<file path="src/rtl/uart_rx_param_if.sv">
// Received-word handshake between uart_rx_param (master) and its consumer (slave).
// The receiver drives the word and its error flags; the consumer drives ready.
interface uart_rx_param_if #(
   parameter int DATA_BITS = 8
);
   logic [DATA_BITS-1:0] data;
   logic                 valid;
   logic                 ready;
   logic                 parity_err;
   logic                 frame_err;

   modport master (
      output data,
      output valid,
      output parity_err,
      output frame_err,
      input  ready
   );

   modport slave (
      input  data,
      input  valid,
      input  parity_err,
      input  frame_err,
      output ready
   );
endinterface

</file>
<file path="src/rtl/uart_rx_param.sv">
// Parametrised oversampling UART receiver with valid/ready word output and RTS flow control.
// Optional UART_RX_MAJORITY_EN: each bit is the 2-of-3 vote of ticks mid-1, mid, mid+1.
module uart_rx_param #(
   parameter int CLK_FRQ    = 50_000_000,
   parameter int BAUD_RATE  = 115200,
   parameter int OVERSAMPLE = 16,
   parameter int DATA_BITS  = 8,
   parameter int PARITY     = 2,
   parameter int STOP_BITS  = 1
) (
   input  logic            clk50,
   input  logic            reset,
   input  logic            rx,
   input  logic            rx_enable,
   uart_rx_param_if.master rx_if,
   output logic            overrun,
   input  logic            err_clr,
   output logic            busy,
   output logic            rts
);

   localparam int DIV   = (CLK_FRQ + BAUD_RATE * OVERSAMPLE / 2) / (BAUD_RATE * OVERSAMPLE);
   localparam int DIV_W = (DIV > 1) ? $clog2(DIV) : 1;
   localparam int PH_W  = $clog2(OVERSAMPLE + 1);
   localparam int BC_W  = 4;
`ifdef UART_RX_MAJORITY_EN
   localparam int VOTE_DLY = 1;
`else
   localparam int VOTE_DLY = 0;
`endif
   localparam logic [PH_W-1:0] START_M = PH_W'(OVERSAMPLE / 2 + VOTE_DLY);
   localparam logic [PH_W-1:0] BIT_M   = PH_W'(OVERSAMPLE);

   typedef enum logic [2:0] {
      S_IDLE   = 3'd0,
      S_START  = 3'd1,
      S_DATA   = 3'd2,
      S_PARITY = 3'd3,
      S_STOP   = 3'd4
   } state_t;

   function automatic logic parity_ref(input logic [DATA_BITS-1:0] d, input logic odd);
      return odd ? ~(^d) : (^d);
   endfunction

   state_t               state_q, state_d;
   logic [DIV_W-1:0]     div_cnt_q, div_cnt_d;
   logic [1:0]           sync_q, sync_d;
   logic [PH_W-1:0]      ph_q, ph_d;
   logic [BC_W-1:0]      bcnt_q, bcnt_d;
   logic [DATA_BITS-1:0] shift_q, shift_d;
   logic                 pbit_q, pbit_d;
   logic                 ferr_acc_q, ferr_acc_d;
   logic [DATA_BITS-1:0] data_q, data_d;
   logic                 valid_q, valid_d;
   logic                 parity_err_q, parity_err_d;
   logic                 frame_err_q, frame_err_d;
   logic                 overrun_q, overrun_d;
   logic                 busy_q, busy_d;
`ifdef UART_RX_MAJORITY_EN
   logic                 vote0_q, vote0_d;
   logic                 vote1_q, vote1_d;
`endif

   logic                 tick_s, rx_s, hit_s, sample_s, handshake_s;
   logic                 deliver_s, overrun_set_s;
   logic                 parity_err_now_s, frame_err_now_s;
   logic [PH_W-1:0]      ph_nxt_s, target_s;

   assign tick_s      = (div_cnt_q == DIV_W'(DIV - 1));
   assign rx_s        = sync_q[1];
   assign ph_nxt_s    = ph_q + PH_W'(1);
   assign target_s    = (state_q == S_START) ? START_M : BIT_M;
   assign hit_s       = tick_s && (ph_nxt_s == target_s);
   assign handshake_s = valid_q && rx_if.ready;
`ifdef UART_RX_MAJORITY_EN
   assign sample_s = (vote0_q & vote1_q) | (vote0_q & rx_s) | (vote1_q & rx_s);
`else
   assign sample_s = rx_s;
`endif
   assign parity_err_now_s = (PARITY == 0) ? 1'b0 : (pbit_q != parity_ref(shift_q, PARITY == 1));
   assign frame_err_now_s  = ferr_acc_q | ~sample_s;

   // Next-state logic for tick divider, synchroniser, frame FSM and output registers.
   always_comb begin
      div_cnt_d     = tick_s ? {DIV_W{1'b0}} : div_cnt_q + DIV_W'(1);
      sync_d        = {sync_q[0], rx};
      state_d       = state_q;
      ph_d          = ph_q;
      bcnt_d        = bcnt_q;
      shift_d       = shift_q;
      pbit_d        = pbit_q;
      ferr_acc_d    = ferr_acc_q;
      data_d        = data_q;
      valid_d       = valid_q;
      parity_err_d  = parity_err_q;
      frame_err_d   = frame_err_q;
      overrun_d     = overrun_q;
      deliver_s     = 1'b0;
      overrun_set_s = 1'b0;
`ifdef UART_RX_MAJORITY_EN
      if (tick_s && (ph_nxt_s == target_s - PH_W'(2))) begin
         vote0_d = rx_s;
      end else begin
         vote0_d = vote0_q;
      end
      if (tick_s && (ph_nxt_s == target_s - PH_W'(1))) begin
         vote1_d = rx_s;
      end else begin
         vote1_d = vote1_q;
      end
`endif

      case (state_q)
         S_IDLE: begin
            if (rx_enable && tick_s && !rx_s) begin
               state_d    = S_START;
               ph_d       = {PH_W{1'b0}};
               bcnt_d     = {BC_W{1'b0}};
               ferr_acc_d = 1'b0;
            end else begin
               state_d = S_IDLE;
            end
         end
         default: begin
            if (!rx_enable) begin
               state_d = S_IDLE;
            end else if (tick_s) begin
               // Phase restarts at every decision so later bits stay centred on it.
               ph_d = hit_s ? {PH_W{1'b0}} : ph_nxt_s;
               if (hit_s) begin
                  case (state_q)
                     S_START: begin
                        state_d = sample_s ? S_IDLE : S_DATA;
                     end
                     S_DATA: begin
                        shift_d = {sample_s, shift_q[DATA_BITS-1:1]};
                        if (bcnt_q == BC_W'(DATA_BITS - 1)) begin
                           bcnt_d  = {BC_W{1'b0}};
                           state_d = (PARITY != 0) ? S_PARITY : S_STOP;
                        end else begin
                           bcnt_d = bcnt_q + BC_W'(1);
                        end
                     end
                     S_PARITY: begin
                        pbit_d  = sample_s;
                        state_d = S_STOP;
                     end
                     S_STOP: begin
                        ferr_acc_d = frame_err_now_s;
                        if (bcnt_q == BC_W'(STOP_BITS - 1)) begin
                           deliver_s = 1'b1;
                           state_d   = S_IDLE;
                        end else begin
                           bcnt_d = bcnt_q + BC_W'(1);
                        end
                     end
                     default: begin
                        state_d = S_IDLE;
                     end
                  endcase
               end else begin
                  state_d = state_q;
               end
            end else begin
               state_d = state_q;
            end
         end
      endcase

      // Handshake is applied first so a same-cycle delivery lands in the freed slot.
      if (handshake_s) begin
         valid_d      = 1'b0;
         parity_err_d = 1'b0;
         frame_err_d  = 1'b0;
      end else begin
         valid_d = valid_q;
      end
      if (deliver_s && (!valid_q || handshake_s)) begin
         data_d       = shift_q;
         valid_d      = 1'b1;
         parity_err_d = parity_err_now_s;
         frame_err_d  = frame_err_now_s;
      end else if (deliver_s) begin
         overrun_set_s = 1'b1;
      end else begin
         overrun_set_s = 1'b0;
      end
      if (overrun_set_s) begin
         overrun_d = 1'b1;
      end else if (err_clr) begin
         overrun_d = 1'b0;
      end else begin
         overrun_d = overrun_q;
      end
      busy_d = (state_d != S_IDLE);
   end

   // State and output registers with synchronous reset.
   always_ff @(posedge clk50) begin
      if (reset) begin
         state_q      <= S_IDLE;
         div_cnt_q    <= {DIV_W{1'b0}};
         sync_q       <= 2'b11;
         ph_q         <= {PH_W{1'b0}};
         bcnt_q       <= {BC_W{1'b0}};
         shift_q      <= {DATA_BITS{1'b0}};
         pbit_q       <= 1'b0;
         ferr_acc_q   <= 1'b0;
         data_q       <= {DATA_BITS{1'b0}};
         valid_q      <= 1'b0;
         parity_err_q <= 1'b0;
         frame_err_q  <= 1'b0;
         overrun_q    <= 1'b0;
         busy_q       <= 1'b0;
`ifdef UART_RX_MAJORITY_EN
         vote0_q      <= 1'b1;
         vote1_q      <= 1'b1;
`endif
      end else begin
         state_q      <= state_d;
         div_cnt_q    <= div_cnt_d;
         sync_q       <= sync_d;
         ph_q         <= ph_d;
         bcnt_q       <= bcnt_d;
         shift_q      <= shift_d;
         pbit_q       <= pbit_d;
         ferr_acc_q   <= ferr_acc_d;
         data_q       <= data_d;
         valid_q      <= valid_d;
         parity_err_q <= parity_err_d;
         frame_err_q  <= frame_err_d;
         overrun_q    <= overrun_d;
         busy_q       <= busy_d;
`ifdef UART_RX_MAJORITY_EN
         vote0_q      <= vote0_d;
         vote1_q      <= vote1_d;
`endif
      end
   end

   assign rx_if.data       = data_q;
   assign rx_if.valid      = valid_q;
   assign rx_if.parity_err = parity_err_q;
   assign rx_if.frame_err  = frame_err_q;
   assign overrun          = overrun_q;
   assign busy             = busy_q;
   assign rts              = rx_enable && !valid_q;

endmodule

</file>
<file path="src/flat_wrapper.sv">
// flat-port wrapper written by rule: the top's interface ports become plain ports
module uart_rx_param_flat 
#(
   parameter int CLK_FRQ    = 50_000_000,
   parameter int BAUD_RATE  = 115200,
   parameter int OVERSAMPLE = 16,
   parameter int DATA_BITS  = 8,
   parameter int PARITY     = 2,
   parameter int STOP_BITS  = 1
)
  (clk50, reset, rx, rx_enable, overrun, err_clr, busy, rts, rx_if_data, rx_if_valid, rx_if_parity_err, rx_if_frame_err, rx_if_ready);
  uart_rx_param_if #(.DATA_BITS(DATA_BITS)) rx_if_i ();
  input  logic clk50;
  input  logic reset;
  input  logic rx;
  input  logic rx_enable;
  output logic overrun;
  input  logic err_clr;
  output logic busy;
  output logic rts;
  output wire logic [$bits(rx_if_i.data)-1:0] rx_if_data;
  output wire logic [$bits(rx_if_i.valid)-1:0] rx_if_valid;
  output wire logic [$bits(rx_if_i.parity_err)-1:0] rx_if_parity_err;
  output wire logic [$bits(rx_if_i.frame_err)-1:0] rx_if_frame_err;
  input wire logic [$bits(rx_if_i.ready)-1:0] rx_if_ready;
  assign rx_if_data = rx_if_i.data;
  assign rx_if_valid = rx_if_i.valid;
  assign rx_if_parity_err = rx_if_i.parity_err;
  assign rx_if_frame_err = rx_if_i.frame_err;
  assign rx_if_i.ready = rx_if_ready;
  uart_rx_param #(.CLK_FRQ(CLK_FRQ), .BAUD_RATE(BAUD_RATE), .OVERSAMPLE(OVERSAMPLE), .DATA_BITS(DATA_BITS), .PARITY(PARITY), .STOP_BITS(STOP_BITS)) u_core (.clk50(clk50), .reset(reset), .rx(rx), .rx_enable(rx_enable), .rx_if(rx_if_i), .overrun(overrun), .err_clr(err_clr), .busy(busy), .rts(rts));
endmodule
</file>
<file path="config.mk">
export PLATFORM = sky130hd
export DESIGN_NAME = uart_rx_param_flat
export DESIGN_NICKNAME = d
export VERILOG_FILES = /design/src/rtl/uart_rx_param_if.sv /design/src/rtl/uart_rx_param.sv /design/src/flat_wrapper.sv
export SDC_FILE = /design/constraint.sdc
export NUM_CORES = 1
export LEC_CHECK = 0
export ABC_AREA = 1
export BUFFER_PORTS_ARGS = -buffer_cell sky130_fd_sc_hd__buf_2
export CORE_MARGIN = 2
export CORE_UTILIZATION = 30
export DETAILED_ROUTE_END_ITERATION = 6
export MAX_ROUTING_LAYER = met4
export SKIP_LAST_GASP = 1
export SYNTH_ARGS = -nofsm -noshare
export SYNTH_HDL_FRONTEND = slang
export SYNTH_SLANG_ARGS = --single-unit
export TNS_END_PERCENT = 5
</file>
<file path="constraint.sdc">
create_clock -name clk50 -period 4.95 [get_ports clk50]
set_input_delay 0.99 -clock clk50 [delete_from_list [all_inputs] [get_ports clk50]]
set_output_delay 0.99 -clock clk50 [all_outputs]
set_load 0.005 [all_outputs]
</file>
Word-level counts from Yosys, hierarchy flattened
Index checks and enable logic that the tools add are counted.
{ "word_totals": {"ff_bits": 42, "in_bits": 6, "out_inout_bits": 14, "elab_cells": 99} }
{ "classes": {"addsub": 3, "eq_ne": 10, "mux": 43, "bitwise": 3, "reduce_logical": 26} }
{ "ops": {"columns": ["operator", "count"], "rows": [
  ["$mux W5", 6],
  ["$mux W4", 7],
  ["$mux W1", 21],
  ["$mux W3", 6],
  ["$reduce_and A5 Y1", 3],
  ["$pmux W3 S4", 1],
  ["$reduce_bool A2 Y1", 6],
  ["$add A5 B1 Y5 const B", 2],
  ["$pmux W4 S2", 1],
  ["$reduce_xor A8 Y1", 1],
  ["$eq A3 B2 Y1 const B", 2],
  ["$logic_and A1 B1 Y1", 6],
  ["$reduce_and A6 Y1", 1],
  ["$reduce_bool A3 Y1", 2],
  ["$eq A5 B5 Y1", 1],
  ["$eq A5 B5 Y1 const B", 1],
  ["$add A4 B1 Y4 const B", 1],
  ["$eq A4 B3 Y1 const B", 1],
  ["$logic_not A4 Y1", 1],
  ["$eq A3 B1 Y1 const B", 1],
  ["$eq A3 B3 Y1 const B", 1],
  ["$logic_not A3 Y1", 1],
  ["$ne A3 B3 Y1 const B", 1],
  ["$reduce_and A3 Y1", 1],
  ["8 further kinds", 10]
]} }

Depth between registers and ports, before layout
Gate-level depths: netlist of run 1.
{ "logic_depth": {"depth_word": 11, "mapped_depth": 13} }

Worst setup path before layout of run 1
No wires, ideal clock.
{ "synth_path": {"path_kind": "input to output", "startpoint": "input rx_enable", "endpoint": "output rts", "arrival_time_ps": 1201, "required_time_ps": 3960, "slack_ps": 2759, "path_stages": 2, "path_buffers": 0, "cell_sequence": "inv_1 nor2_1"} }
{ "synth_via": {"elab_chain_cells": 1} }
{ "synth_lines": {"columns": ["element", "line_no", "text"], "rows": [
  ["start, declared", "flat_wrapper.sv:16", "input logic rx_enable;"],
  ["$logic_and A1 B1 Y1", "uart_rx_param.sv:248", "assign rts = rx_enable && !valid_q;"],
  ["end, declared", "flat_wrapper.sv:20", "output logic rts;"]
]} }
Every way passes these cells.

Worst setup path after layout of run 1
Same ends and word-level chain as after synthesis.

==> run_results.csv, run 1 <==
group,metric,value,unit
status,status,"finished, final reports clean",
global_route,grt_pass1_wl,8330,µm
global_route,track_usage,12.7,%
cts,hold_buffers,0,
detailed_routing,viasPerCell,4.47,
cts,clkTransAtPathRegs,0.09,ns
detailed_routing,first_pass_iters,4,
worst_setup_path,cp-end-kind,"output pin",
finish,n_antenna_cell,0,
min_path,hold_class,"reg -> reg",
synth,synth-seq-cells,42,
cts,cts_htree_levels,2,
timing,relSlewSlack,57.7,%
detailed_routing,drc,0,
global_route,first_global_vias,1838,
detailed_routing,routed_wl,4820,µm
finish,layout.nets,354,
worst_setup_path,cp.arrival,1.47,ns
cts,tritoncts,"yes",
power,cellPowerDensity,230,mW/mm²
finish,final_area,0.00252,mm²
cts,clock_sinks,42,
timing,max_freq,0.407,GHz
worst_setup_path,reg2reg_slack,2.75,ns
global_route,met1_usage,16.2,%
timing,finClkSkew,0.0153,ns
floorplan,start_util,31.1,%
place,dpl_cell_area,0.00243,mm²
synth,synthDistinctLibCells,32,
global_route,antenna_found_initial,0,
worst_setup_path,critical_path_class,"in -> out",
cts,cts_buffers,5,
synth,synth_top_area_share,37.0,%
worst_setup_path,startpoint_type,"input port",
floorplan,fp.dieH,91.0,µm
floorplan,io_pins,20,
synth,yosysWarnings,0,
detailed_routing,wl_per_cell,10.9,µm
synth,synth_top_flop_cell,"dfxtp_1",
floorplan,die-area,0.00828,mm²
timing,worst_slack,2.49,ns
synth,yosys.area.top_type,"dfxtp_1",
detailed_routing,antenna_left,0,
synth,synth_fp_nets,336,
place,numPortBuffers,19,
cts,cts_buffer_depth,2,
synth,synth_area,0.00227,mm²
timing,finalCritPeriodShare,49.7,%
floorplan,die_w,91.0,µm
floorplan,core-area,0.00729,mm²
worst_setup_path,cp_max_fo,5,
power,vdd_drop_max,0.0958,mV
synth,synth_edf_count,0,
global_route,top_usage_layer,"met2",
global_route,use_met3,3.15,%
synth,avgSynthCellArea,7.01,µm²
timing,fin_setup_tns,0,ns
timing,timing.final.crit_period,2.46,ns
cts,insertion_delay,0.30,ns
place,hpwlAfterDp,3560,µm
power,p_leak,1.23,nW
floorplan,rows,31,
place,place_congestion,0.814,
synth,synth.area.top_cells,"dfxtp_1 37%, nand2_1 11%, nor2_1 10%",
synth,synth_cells,324,
synth,async_flop_share,0,%
finish,stdcell_count,442,
timing,hold_ws,0.435,ns
detailed_routing,dr.first_iter.drc_count,69,
cts,cts_resized,0,
timing,hold_viol,0,
global_route,grt-ovfl-total,0,
finish,drive_gt1_share,14.9,%
worst_setup_path,cp.required,3.96,ns
detailed_routing,routed-via-count,1976,
place,dpl.cell_count,434,
timing,slew_violations,0,
synth,ys_seq_area_share,37.0,%
global_route,use_met2,19.0,%
global_route,grt_max_degree,23,
cts,root_buffer,"clkbuf_8",
cts,postCtsSetupRepairBufs,0,
timing,tightest_slew,0.633,ns
timing,setup_violations,0,
finish,area_growth,11.2,%
job,max_cap_violations,0,
timing,rsz0062_at_grt,"no",
place,place_ws,2.47,ns
## worst paths after layout
check,endpoint,cells after the start,startpoint
worst max-delay path,rts,4,rx_enable
worst max register to register,u_core.rx_if.data[4],9,u_core.ph_q[0]
worst min-delay path,u_core.sync_q[1],1,u_core.sync_q[0]
worst min register to register,u_core.sync_q[1],1,u_core.sync_q[0]
## power breakdown
group,internal [mW],switching [mW],total (mW)
logic,0.00489,0.00989,0.0148
clock network,0.0991,0.124,0.223
registers,0.340,0.00226,0.343
total,0.444,0.136,0.581
## kinds of logic after synthesis
family	Yosys count	share of synthesized area [%]
xor+xnor	10	3.86
simple gates	183	38.5
compound gates	32	7.66
flops	42	37.0
buf+inv	51	9.59
fa+ha+maj	6	3.31
## metrics by stage
step	utilization [%]	power (mW)
detailed placement	33.4	0.366
global placement	33.4	0.365
finish	34.6	0.581
global route	34.6	0.606
CTS	34.6	0.591
floorplan	-	0.360
## Yosys cell counts, types with 3 or more instances
library cell  instances
nor3_1                4
nand2_4               3
o21ai_0              16
nand2_1              69
xnor2_1               4
xor2_1                6
a21oi_1              13
nor2_1               62
or2_2                 3
nand4_1               6
ha_1                  6
dfxtp_1              42
nand3_1              21
nand3_2               3
inv_1                40
## critical path, cell delays in order
cell	delay [ns]
buf_2	0.11
inv_1	0.18
nor2_1	0.06
buf_2	0.12
## cell type report
type | count | area [µm²]
clock buffers | 5 | 68.8
fillers | 799 | 4770
multi-input cells | 231 | 1210
well taps | 99 | 124
flip-flops and latches | 42 | 841
inverters | 43 | 164
repair buffers | 19 | 95.1
clock inverters | 3 | 21.3
## sequential cells by signal (all words and copies together) (netlist names), 2 cells and up
signal             flops
u_core.rx_if.data      8
u_core.bcnt_q          4
u_core.state_q         3
u_core.shift_q         8
u_core.sync_q          2
u_core.div_cnt_q       5
u_core.ph_q            5
## per-layer routing
metal / vias to the layer above / part of all wire, %
met3: 7 / 4.4
met2: 44 / 43
met1: 874 / 51
met4: 0 / 2.1
li1: 1051 / -
met5: - / 0
## cell usage in the layout (no fill, tap or decap), types with 2 or more instances in the layout
master and n:
nor3_2 2, buf_2 19, inv_2 2, nand2_4 3, clkbuf_8 5, xor2_1 6, a31oi_1 2, nor2_4 2
nand4_1 6, or2_2 3, nor3_1 4, dfxtp_1 42, o21ai_0 16, ha_1 6, nand3_2 3, xnor2_1 4
nand2_2 2, nand3_1 21, nor3_4 2, nor2_1 62, a21oi_1 13, inv_1 40, nand2_1 69
No activity file was read; power rests on OpenSTA's default activity.
==> run 2: changes to the inputs <==
--- a/config.mk
+++ b/config.mk
@@ -5,7 +5,7 @@
 export SDC_FILE = /design/constraint.sdc
 export NUM_CORES = 1
 export LEC_CHECK = 0
-export ABC_AREA = 1
+export ABC_AREA = 0
 export BUFFER_PORTS_ARGS = -buffer_cell sky130_fd_sc_hd__buf_2
 export CORE_MARGIN = 2
 export CORE_UTILIZATION = 30
==> constraint.sdc (replaced) <==
create_clock -name clk50 -period 2.13 [get_ports clk50]
set_input_delay 0.426 -clock clk50 [delete_from_list [all_inputs] [get_ports clk50]]
set_output_delay 0.426 -clock clk50 [all_outputs]
set_load 0.005 [all_outputs]
==> run 2 against run 1 <==
Compared with the run above:
- count of clock-buffer cells in the layout did not move
- sequential cell count is the same
- highest routed layer unchanged
- synthesized cell count shrank 21%
- sequential share of layout area is 4.3 points lower
- setup slack got worse by 2.5 ns
- largest power group unchanged
- area after synthesis fell by 0.77%
- critical endpoint is now u_core.shift_q[5]
==> run_results.csv, run 2 <==
group,metric,value,unit
cts,root_buffer,"clkbuf_8",
worst_setup_path,critical_path_class,"reg -> reg",
finish,n_antenna_cell,0,
timing,hold_ws,0.314,ns
place,dpl_cell_area,0.00267,mm²
timing,finalCritPeriodShare,99.1,%
global_route,grt-ovfl-total,0,
worst_setup_path,r2r-end,"u_core.shift_q[5]",
timing,timing.final.crit_period,2.11,ns
cts,clkTransAtPathRegs,0.08,ns
power,vdd_drop_max,0.456,mV
finish,n_fill_cell,733,
job,max_cap_violations,0,
synth,synth_top_flop_cell,"dfxtp_1",
detailed_routing,routed_wl,5160,µm
worst_setup_path,path_cells,"ha_4 > xnor2_2 > o32ai_4 > o2bb2ai_4 > buf_4 > nor4_4 > buf_12 > mux2i_1 > nor2_1",
timing,relSlewSlack,67.7,%
detailed_routing,viasPerCell,4.91,
floorplan,die-area,0.00822,mm²
worst_setup_path,slowest_stage,"dfxtp_2",
timing,tightest_slew,0.483,ns
synth,synth_edf_count,0,
place,place_congestion,0.832,
timing,max_freq,0.474,GHz
finish,final_cell_mix,"42 x nor2_1, 38 x dfxtp_1, 31 x buf_4",
finish,post-route-util,40.3,%
synth,synthDistinctLibCells,50,
floorplan,fp.dieH,90.6,µm
power,p_leak,1.10,nW
synth,yosysWarnings,0,
timing,hold_viol,0,
synth,avgSynthCellArea,8.76,µm²
detailed_routing,antenna_left,0,
detailed_routing,first_pass_iters,4,
synth,synth.area.top_cells,"dfxtp_1 37%, mux2i_1 7.6%, nor2_1 7.0%",
synth,synthAdderAreaFrac,3.33,%
status,status,"finished, final reports clean",
global_route,grt_max_degree,38,
worst_setup_path,critPathMaxStageDelay,0.35,ns
cts,cts_htree_levels,2,
synth,synth-seq-cells,42,
worst_setup_path,crit_family,"compound AO/OA/AOI/OAI gates",
finish,final_area,0.00292,mm²
place,dpl.cell_count,390,
min_path,hold_class,"in -> reg",
synth,async_flop_share,0,%
power,cellPowerDensity,544,mW/mm²
timing,finClkSkew,0.00513,ns
place,numPortBuffers,19,
detailed_routing,routed-via-count,1984,
finish,drive_gt1_share,28.2,%
global_route,grt_pass1_wl,8740,µm
finish,stdcell_count,404,
finish,multiInputGateArea,0.00142,mm²
cts,hold_buffers,0,
synth,synth-compound-area-share,17.5,%
worst_setup_path,crit_cells,9,
synth,ys_seq_area_share,37.3,%
cts,clock_sinks,42,
worst_setup_path,startpoint_type,"register",
synth,synth_top_family_by_area,"simple AND/OR/NAND/NOR gates",
synth,synth_common_cells,"42 x dfxtp_1, 42 x nor2_1, 17 x mux2i_1",
floorplan,start_util,31.1,%
worst_setup_path,cp_max_fo,8,
worst_setup_path,cp-end-kind,"register",
cts,cts_buffers,5,
timing,setup_violations,0,
cts,cts_buffer_depth,2,
worst_setup_path,worst-path-buf-inv,2,
min_path,hold_path_depth,2,
synth,yosys.area.top_type,"dfxtp_1",
timing,rsz0062_at_grt,"yes",
worst_setup_path,cp.arrival,2.29,ns
min_path,holdPathEnd,"u_core.sync_q[0]",
synth,synth_top_area_share,37.3,%
synth,synth_xor_area_share,4.67,%
finish,layout.nets,316,
floorplan,die_w,90.6,µm
floorplan,rows,31,
finish,layout_commonest_cell,"nor2_1",
cts,insertion_delay,0.29,ns
synth,synth_cells,257,
synth,synth_area,0.00225,mm²
place,hpwlAfterDp,3640,µm
worst_setup_path,reg2reg_slack,0.02,ns
synth,synthMuxAreaShare,8.06,%
finish,area_growth,29.7,%
finish,regArea,846,µm²
min_path,min_from,"rx",
detailed_routing,wl_per_cell,12.8,µm
detailed_routing,drc,0,
worst_setup_path,reg2regPathDepth,9,
global_route,track_usage,13.0,%
timing,fin_setup_tns,0,ns
floorplan,core-area,0.00725,mm²
detailed_routing,dr.first_iter.drc_count,117,
synth,synth-simple-area-share,24.9,%
timing,slew_violations,0,
worst_setup_path,rr_startpoint,"u_core.ph_q[1]",
global_route,first_global_vias,1846,
global_route,antenna_found_initial,0,
cts,tritoncts,"yes",
floorplan,io_pins,20,
worst_setup_path,cp.required,2.31,ns
synth,synth_fp_nets,269,
[run 2: changes by cell type in the layout (fill, tap and decap cells not counted), sizes merged, moves of 7 or more]
cell   previous run  this run
nand3            25         7
buf              19        52
nor2             65        42
nand2            74        11
inv              43         7
mux2i             0        17
o21ai            17        10
[run 2: cell type report]
type | instances | share of cell area (%)
sequential | 42 | 29.0
multi-input combinational | 196 | 48.6
clock inverter | 3 | 2.36
tap | 99 | 4.24
timing repair buffer | 52 | 12.6
clock buffer | 5 | 2.36
inverter | 7 | 0.899
[run 2: logic make-up after synthesis]
group | Yosys count
xor+xnor | 12
simple gates | 105
buf+inv | 20
flops | 42
mux | 18
compound gates | 54
fa+ha+maj | 6
[run 2: how the worst max path moves through the flow]
stage	slack (ns)	to	start
floorplan	-0.1	u_core.shift_q[0]	u_core.ph_q[0]
global placement	-0.07	u_core.busy	u_core.ph_q[4]
detailed placement	-0.08	u_core.busy	u_core.ph_q[4]
CTS	-0.1	u_core.rx_if.parity_err	u_core.ph_q[1]
global route	-0.11	u_core.bcnt_q[2]	u_core.div_cnt_q[0]
finish	0.02	u_core.shift_q[5]	u_core.ph_q[1]
[run 2: timing repair]
action	4_1_cts	5_1_grt
setup buffers	0	5
gates resized for setup	1	12
cloned	0	1
pin swaps	0	3
endpoints found under the setup margin	6	29
[run 2: metal layers]
metal | track usage, % | vias up | share of wire [%]
li1 | - | 1016 | -
met1 | 17.2 | 899 | 48
met5 | - | - | 0
met2 | 20.7 | 61 | 46
met3 | 2.00 | 8 | 4.6
met4 | 3.46 | 0 | 1.1
[run 2: power breakdown]
group	switching (mW)	internal, mW	leakage [nW]
Combinational	0.0235	0.0151	0.688
Sequential	0.00665	0.791	0.341
Clock	0.283	0.470	0.0683
[run 2: per-stage QoR]
step / total power, mW / setup WS, ns
2_1_floorplan: 0.839 / -0.0984
3_3_place_gp: 0.854 / -0.0654
6_report: 1.59 / 0.0201
3_5_place_dp: 0.855 / -0.0850
5_1_grt: 1.64 / -0.106
4_1_cts: 1.61 / -0.0964
